==> config.mk <==
export PLATFORM = sky130hd
export DESIGN_NAME = oser8_tx
export DESIGN_NICKNAME = d
export VERILOG_FILES = /design/src/rtl/oser8_tx.sv
export SDC_FILE = /design/constraint.sdc
export NUM_CORES = 1
export LEC_CHECK = 0
export ABC_CLOCK_PERIOD_IN_PS = 1200
export BUFFER_PORTS_ARGS = -buffer_cell sky130_fd_sc_hd__buf_2
export CORE_ASPECT_RATIO = 1.5
export CORE_MARGIN = 8
export CORE_UTILIZATION = 47
export DETAILED_ROUTE_END_ITERATION = 8
export PLACE_DENSITY = 0.72
export SYNTH_ARGS = -nofsm -noshare
export SYNTH_HDL_FRONTEND = slang
export SYNTH_SLANG_ARGS = --single-unit
==> constraint.sdc <==
create_clock -name clk -period 1.2 [get_ports clk]
set_input_delay 0.06 -clock clk [delete_from_list [all_inputs] [get_ports clk]]
set_output_delay 0.06 -clock clk [all_outputs]
set_load 0.03 [all_outputs]
==> src/rtl/oser8_tx.sv <==
// 8:1 fabric serializer: byte-wide valid/ready input, double-buffered, one bit per clk on d_o.
// Emits a first-bit strobe and a byte-rate clock for IDES8 loopback alignment.
module oser8_tx #(
   parameter bit   LSB_FIRST = 1'b1,
   parameter logic IDLE_BIT  = 1'b0
) (
   input  logic       clk,
   input  logic       rst_i,
   input  logic [7:0] data_i,
   input  logic       valid_i,
   output logic       ready_o,
   output logic       d_o,
   output logic       frame_o,
   output logic       pclk_o,
   output logic       underrun_o
);

   localparam int unsigned W  = 8;
   localparam int unsigned CW = 3;

   typedef enum logic {
      IDLE  = 1'b0,
      SHIFT = 1'b1
   } state_t;

   state_t        state;
   logic [W-1:0]  hold;
   logic          hold_full;
   logic [W-1:0]  shreg;
   logic [CW-1:0] cnt;

   logic          accept_c;
   logic          last_c;
   logic          load_c;
   logic          first_bit_c;
   logic          next_bit_c;
   logic [W-1:0]  load_shreg_c;
   logic [W-1:0]  next_shreg_c;
   logic [CW-1:0] cnt_inc_c;

   assign ready_o  = rst_i & ~hold_full;
   assign accept_c = valid_i & ready_o;
   assign last_c   = (state == SHIFT) && (cnt == CW'(W - 1));
   // Accept needs hold empty and load needs hold full, so the two never coincide.
   assign load_c   = hold_full && ((state == IDLE) || last_c);

   assign first_bit_c  = LSB_FIRST ? hold[0]  : hold[W-1];
   assign load_shreg_c = LSB_FIRST ? (hold >> 1)  : (hold << 1);
   assign next_bit_c   = LSB_FIRST ? shreg[0] : shreg[W-1];
   assign next_shreg_c = LSB_FIRST ? (shreg >> 1) : (shreg << 1);
   assign cnt_inc_c    = cnt + CW'(1);

   // Holding register: the second half of the double buffer.
   always_ff @(posedge clk) begin
      if (!rst_i) begin
         hold      <= '0;
         hold_full <= 1'b0;
      end else if (accept_c) begin
         hold      <= data_i;
         hold_full <= 1'b1;
      end else if (load_c) begin
         hold_full <= 1'b0;
      end
   end

   // Shift FSM with registered serial outputs.
   always_ff @(posedge clk) begin
      if (!rst_i) begin
         state      <= IDLE;
         cnt        <= '0;
         shreg      <= '0;
         d_o        <= IDLE_BIT;
         frame_o    <= 1'b0;
         pclk_o     <= 1'b0;
         underrun_o <= 1'b0;
      end else begin
         frame_o    <= 1'b0;
         underrun_o <= 1'b0;
         if (load_c) begin
            state   <= SHIFT;
            shreg   <= load_shreg_c;
            d_o     <= first_bit_c;
            cnt     <= '0;
            frame_o <= 1'b1;
            pclk_o  <= 1'b1;
         end else begin
            case (state)
               IDLE: begin
                  d_o    <= IDLE_BIT;
                  cnt    <= '0;
                  pclk_o <= 1'b0;
               end
               SHIFT: begin
                  if (last_c) begin
                     state      <= IDLE;
                     d_o        <= IDLE_BIT;
                     cnt        <= '0;
                     pclk_o     <= 1'b0;
                     underrun_o <= 1'b1;
                  end else begin
                     d_o    <= next_bit_c;
                     shreg  <= next_shreg_c;
                     cnt    <= cnt_inc_c;
                     pclk_o <= ~cnt_inc_c[CW-1];
                  end
               end
               default: begin
                  state  <= IDLE;
                  d_o    <= IDLE_BIT;
                  cnt    <= '0;
                  pclk_o <= 1'b0;
               end
            endcase
         end
      end
   end

endmodule

Word level (Yosys, flattened, before mapping)
Cells that the tools add are included.
- flip-flop bits (word level): 24
- bits of input ports: 11
- word-level logic and storage cells: 44
- $add $sub $neg: 1
- eq/ne operators: 2
- muxes and demuxes: 18
- bitwise logic cells: 6
- reductions and logical operators: 8
- operators with widths (kind ; count):
    $mux W7 ; 3
    $mux W1 ; 11
    $pmux W3 S2 ; 1
    $not A1 Y1 ; 4
    $pmux W1 S2 ; 2
    $reduce_bool A2 Y1 ; 2
    $add A3 B1 Y3 const B ; 1
    $eq A3 B3 Y1 const B ; 1
    $mux W3 ; 1
    $reduce_or A3 Y1 ; 1
    $and A1 B1 Y1 ; 2
    $logic_and A1 B1 Y1 ; 2
    $ne A2 B1 Y1 const B ; 1
    $reduce_and A2 Y1 ; 1
    $reduce_or A2 Y1 ; 1
    $logic_or A1 B1 Y1 ; 1

Depth between registers and ports, before layout
- depth in word-level cells: 6
- mapped depth: 6

Worst setup path before layout
OpenSTA, ideal clock, no wires.
- path kind: flip-flop to flip-flop
- start point: register cnt[0]
- end point: register shreg[4]
- arrival: 1.199 ns
- required time: 1.079 ns
- path slack: -0.120 ns
- cell stages (with the launch flop): 7
- clock period less this slack: 1.320 ns
- cell sequence: dfxtp_1 ha_1 ha_1 nand2b_2 buf_2 o21ai_0 a21oi_1
- longest elaborated chain between the ends: 6
- elaborated cells between the ends (all ways): 8
- ends and longest elaborated chain (item ; RTL line ; RTL):
    start: declaration ; 30 ; logic [CW-1:0] cnt;
    start signal: assignment ; 103 ; cnt <= cnt_inc_c;
    $eq A3 B3 Y1 * ; 43 ; assign last_c = (state == SHIFT) && (cnt == CW'(W - 1));
    $logic_and A1 B1 Y1 * ; 43 ;
    $logic_or A1 B1 Y1 ; 45 ; assign load_c = hold_full && ((state == IDLE) || last_c);
    $logic_and A1 B1 Y1 ; 45 ;
    $ne A2 B1 Y1 (no source line) / $reduce_bool A2 Y1 (equally long branches) ; - ;
    $reduce_and A2 Y1 (no source line) ; - ;
    end signal: assignment ; 81 ; shreg <= load_shreg_c;
    end signal: assignment ; 102 ; shreg <= next_shreg_c;
    end: declaration ; 29 ; logic [W-1:0] shreg;
Every way passes the cells marked *; elsewhere a longest branch is shown, timed or not.
A chain may end at the register's enable or synchronous reset.

Worst setup path in the final report
- start point: register cnt[0]
- end point: register pclk_o
- longest elaborated chain between the ends: 5
- elaborated cells between the ends (all ways): 9
- ends and longest elaborated chain (item ; RTL line ; RTL):
    $add A3 B1 Y3 / $eq A3 B3 Y1 (equally long branches) ; 51, 43 ;
    $not A1 Y1 / $logic_and A1 B1 Y1 (equally long branches) ; 104, 43 ;
    $mux W1 / $logic_or A1 B1 Y1 (equally long branches) ; 94, 45 ;
    $pmux W1 S2 / $logic_and A1 B1 Y1 (equally long branches) ; 87, 45 ;
    $mux W1 * ; 79 ; if (load_c) begin
    end signal: assignment ; 104 ; pclk_o <= ~cnt_inc_c[CW-1];
    end: declaration ; 14 ; output logic pclk_o,
Marks and branches as above.

==> run_results.csv <==
group,metric,value,unit
finish,finalNetCount,133,
worst_setup_path,critPathBufInv,0,
logic_synthesis,synth_warnings,0,
worst_setup_path,cp_cell_sequence,"ha_4 > ha_4 > and2b_4 > o21a_2 > a21boi_2",
logic_synthesis,ys_ff_latch,24,
worst_setup_path,critPathTopFamily,"flip-flops",
clock_network,clockBufferDepth,2,
global_routing,antenna_found_initial,0,
sta,period_share,105,%
drt,antenna_viol_nets_final,0,
logic_synthesis,synth-seq-area-share,52.5,%
logic_synthesis,syn-instance-count,95,
global_routing,grt_max_degree,16,
sta,final.setup_skew,0.00239,ns
min_path,holdCritPathClass,"input port to flop",
worst_setup_path,timing.setup.critical_path_class,"flop to flop",
global_routing,globalRouteTotalUtil,10.1,%
logic_synthesis,ys_async_sr_fraction,0,%
sta,timing.fmax,796,MHz
clock_network,clock_latency,0.30,ns
global_routing,first_global_vias,706,
global_routing,overflow,0,
logic_synthesis,post_synth_and_or_nand_nor_area_fraction,16.7,%
power_and_ir_drop,p_sw_share,23.9,%
logic_synthesis,syn-cell-area,915,um2
logic_synthesis,number_of_enable_flip_flop_cells_after_synthesis,0,
clock_network,post_cts_buffers,0,
finish,drive_gt1_share,27.7,%
drt,route.final.wire_length,1720,um
power_and_ir_drop,post_layout_power,1480,uW
run_status,run_status,"complete, but fails checks",
floorplanning,rows,19,
drt,drt-wirelength-per-cell,12.3,um
power_and_ir_drop,power_frac_seq,58.6,%
clock_network,clock_tree.htree_level_count,1,
drt,via_count,688,
floorplanning,dieArea,3640,um2
power_and_ir_drop,power.combinational.fraction,13.5,%
logic_synthesis,share_of_cell_area_taken_by_muxes_after_synthesis,7.66,%
finish,n_antenna_cell,0,
floorplanning,core_area,1830,um2
placed_design,detailed_place_hpwl,1150,um
worst_setup_path,worst_setup_ep_type,"flop",
clock_network,cts_buffers,3,
worst_setup_path,crit_path_max_fanout,7,
run_status,violated_checks,"setup timing",
sta,fin_ws,-0.0568,ns
logic_synthesis,net_count_of_the_mapped_netlist,108,
floorplanning,dieWidth,52.0,um
finish,final_util,64.2,%
floorplanning,die_h,70.0,um
power_and_ir_drop,internal_power,1120,uW
finish,mostFrequentLayoutCell,"dfxtp_1",
drt,vias_per_cell,4.91,
drt,first_iter_violations,8,
sta,hold_viol_final,0,
worst_setup_path,crit_path_top_cell_by_count,"ha_4",
placed_design,weighted_congestion_reported_at_the_end_of_routability_driven_placement,0.694,
floorplanning,floorplan.io_pins,16,
sta,final.min_clock_period,1.26,ns
power_and_ir_drop,switch_pwr,353,uW
logic_synthesis,compound_gate_fraction_of_synth_area,16.3,%
power_and_ir_drop,power_density,1260,nW/um2
placed_design,port_buffers,15,
worst_setup_path,setup.worst_path.start_class,"flop",
global_routing,first_pass_grt_wire_length,2950,um
worst_setup_path,crit_path_max_incr_delay,0.37,ns
logic_synthesis,main_combinational_cell_family_by_area_after_synthesis,"simple AND/OR/NAND/NOR gates",
finish,area_delta_synth_final,28.5,%
sta,slew_violations,0,
run,drv_cap,0,
logic_synthesis,synth.distinct_cells,22,
drt,firstDrtPassIters,3,
sta,relSlewSlack,77.9,%
power_and_ir_drop,power.static_leakage,0.000498,uW
clock_network,cts_tree,"yes",
clock_network,clk_pin_slew,0.13,ns
worst_setup_path,library_cell_contributing_the_largest_single_delay_on_the_critical_path,"dfxtp_2",
floorplanning,floorplan.initialDensity,50.0,%
power_and_ir_drop,clock_share_of_power,28.0,%
sta,timing_worst_slew_pin_value,0.331,ns
logic_synthesis,postSynth.topFlopCell,"dfxtp_1",
worst_setup_path,crit_required,1.41,ns
clock_network,cts.sink_count,24,
sta,rsz0062_at_grt,"yes",
worst_setup_path,critPathArrivalTime,1.47,ns
logic_synthesis,avgSynthCellArea,9.63,um2
clock_network,cts.root.buffer_cell,"clkbuf_4",
sta,report.final.setup_viol,2,
power_and_ir_drop,max-vdd-ir-drop,0.000823,V
logic_synthesis,synthXorXnorAreaFrac,0,%
finish,most-common-layout-cells,"dfxtp_1 (21), nand2_1 (19), buf_2 (14)",
sta,fin_tns_setup,-0.0583,ns
logic_synthesis,yosys.area_share.adder,2.74,%
drt,drcViolationCount,0,
## Yosys cell counts, types with 2 or more instances
library cell	instances	area, um2
a21boi_1	9	67.6
a21oi_1	7	35.0
and3_1	4	25.0
buf_2	2	10.0
dfxtp_1	24	480
ha_1	2	25.0
mux2i_1	7	70.1
nand2_1	19	71.3
nor2_1	2	7.51
nor2b_1	3	18.8
o21ai_0	5	25.0
## layer usage
metal  vias up  routed length [um]  GRT usage [%]
met5         -                   0              0
met4         0                  15           4.45
met3         2                  60           1.91
met2        10                 842           17.6
met1       307                 796           11.0
li1        369                   -              -
## final timing paths
kind	start	end	slack, ns	depth (start not counted)
setup / recovery	cnt[0]$_SDFF_PP0_	pclk_o$_SDFF_PN0_	-0.06	5
hold / removal	rst_i	cnt[0]$_SDFF_PP0_	0.08	3
setup reg to reg	cnt[0]$_SDFF_PP0_	pclk_o$_SDFF_PN0_	-0.06	5
hold reg to reg	cnt[0]$_SDFF_PP0_	cnt[0]$_SDFF_PP0_	0.43	1
## power by group through the flow
stage          clock, uW  combinational [uW]  sequential [uW]
2_1_floorplan          0                 122              888
3_3_place_gp           0                 164              883
3_5_place_dp           0                 169              884
4_1_cts              421                 191              867
5_1_grt              456                 223              872
6_report             413                 199              866
## state kept, by name, summed over array words and instances (netlist names)
register and cells:
cnt 3, underrun_o 1, frame_o 1, hold 8, shreg 7, pclk_o 1, d_o 1, state 1
hold_full 1
## repair_timing
action | 4_1_cts | 5_1_grt
endpoints found under the setup margin | 4 | 11
gates resized for setup | 4 | 9
hold buffers | 8 | 0
hold endpoints to repair | 8 | 0
## worst reg2reg max path, cell delays in order, from the launching register on
cell      delay, ns
dfxtp_2        0.37
ha_4           0.14
ha_4           0.13
and2b_4        0.20
o21a_2         0.20
a21boi_2       0.14
## final cells by class
| type | instances | area [um2] |
|---|---|---|
| clock buffers | 4 | 36.3 |
| well taps | 21 | 26.3 |
| flip-flops and latches | 24 | 487 |
| repair buffers | 26 | 184 |
| fillers | 137 | 656 |
| multi-input cells | 65 | 442 |
## through the flow
| step | hold WS [ns] | cell area (um2) | setup slack [ns] | std cells |
|---|---|---|---|---|
| 6_report | 0.0840 | 1170 | -0.0568 | 140 |
| 2_1_floorplan | 0.195 | 953 | 0.0191 | 95 |
| 5_1_grt | 0.0929 | 1170 | -0.102 | 140 |
| 3_5_place_dp | 0.306 | 1030 | -0.0259 | 128 |
| 4_1_cts | 0.0743 | 1150 | -0.0536 | 140 |
| 3_3_place_gp | 0.299 | 1030 | -0.00313 | 128 |
## kinds of logic after synthesis
family / after synthesis
simple gates: 32
compound gates: 24
flops: 24
mux: 7
buf+inv: 6
fa+ha+maj: 2
Note: power is estimated with default switching activity, not from simulation.
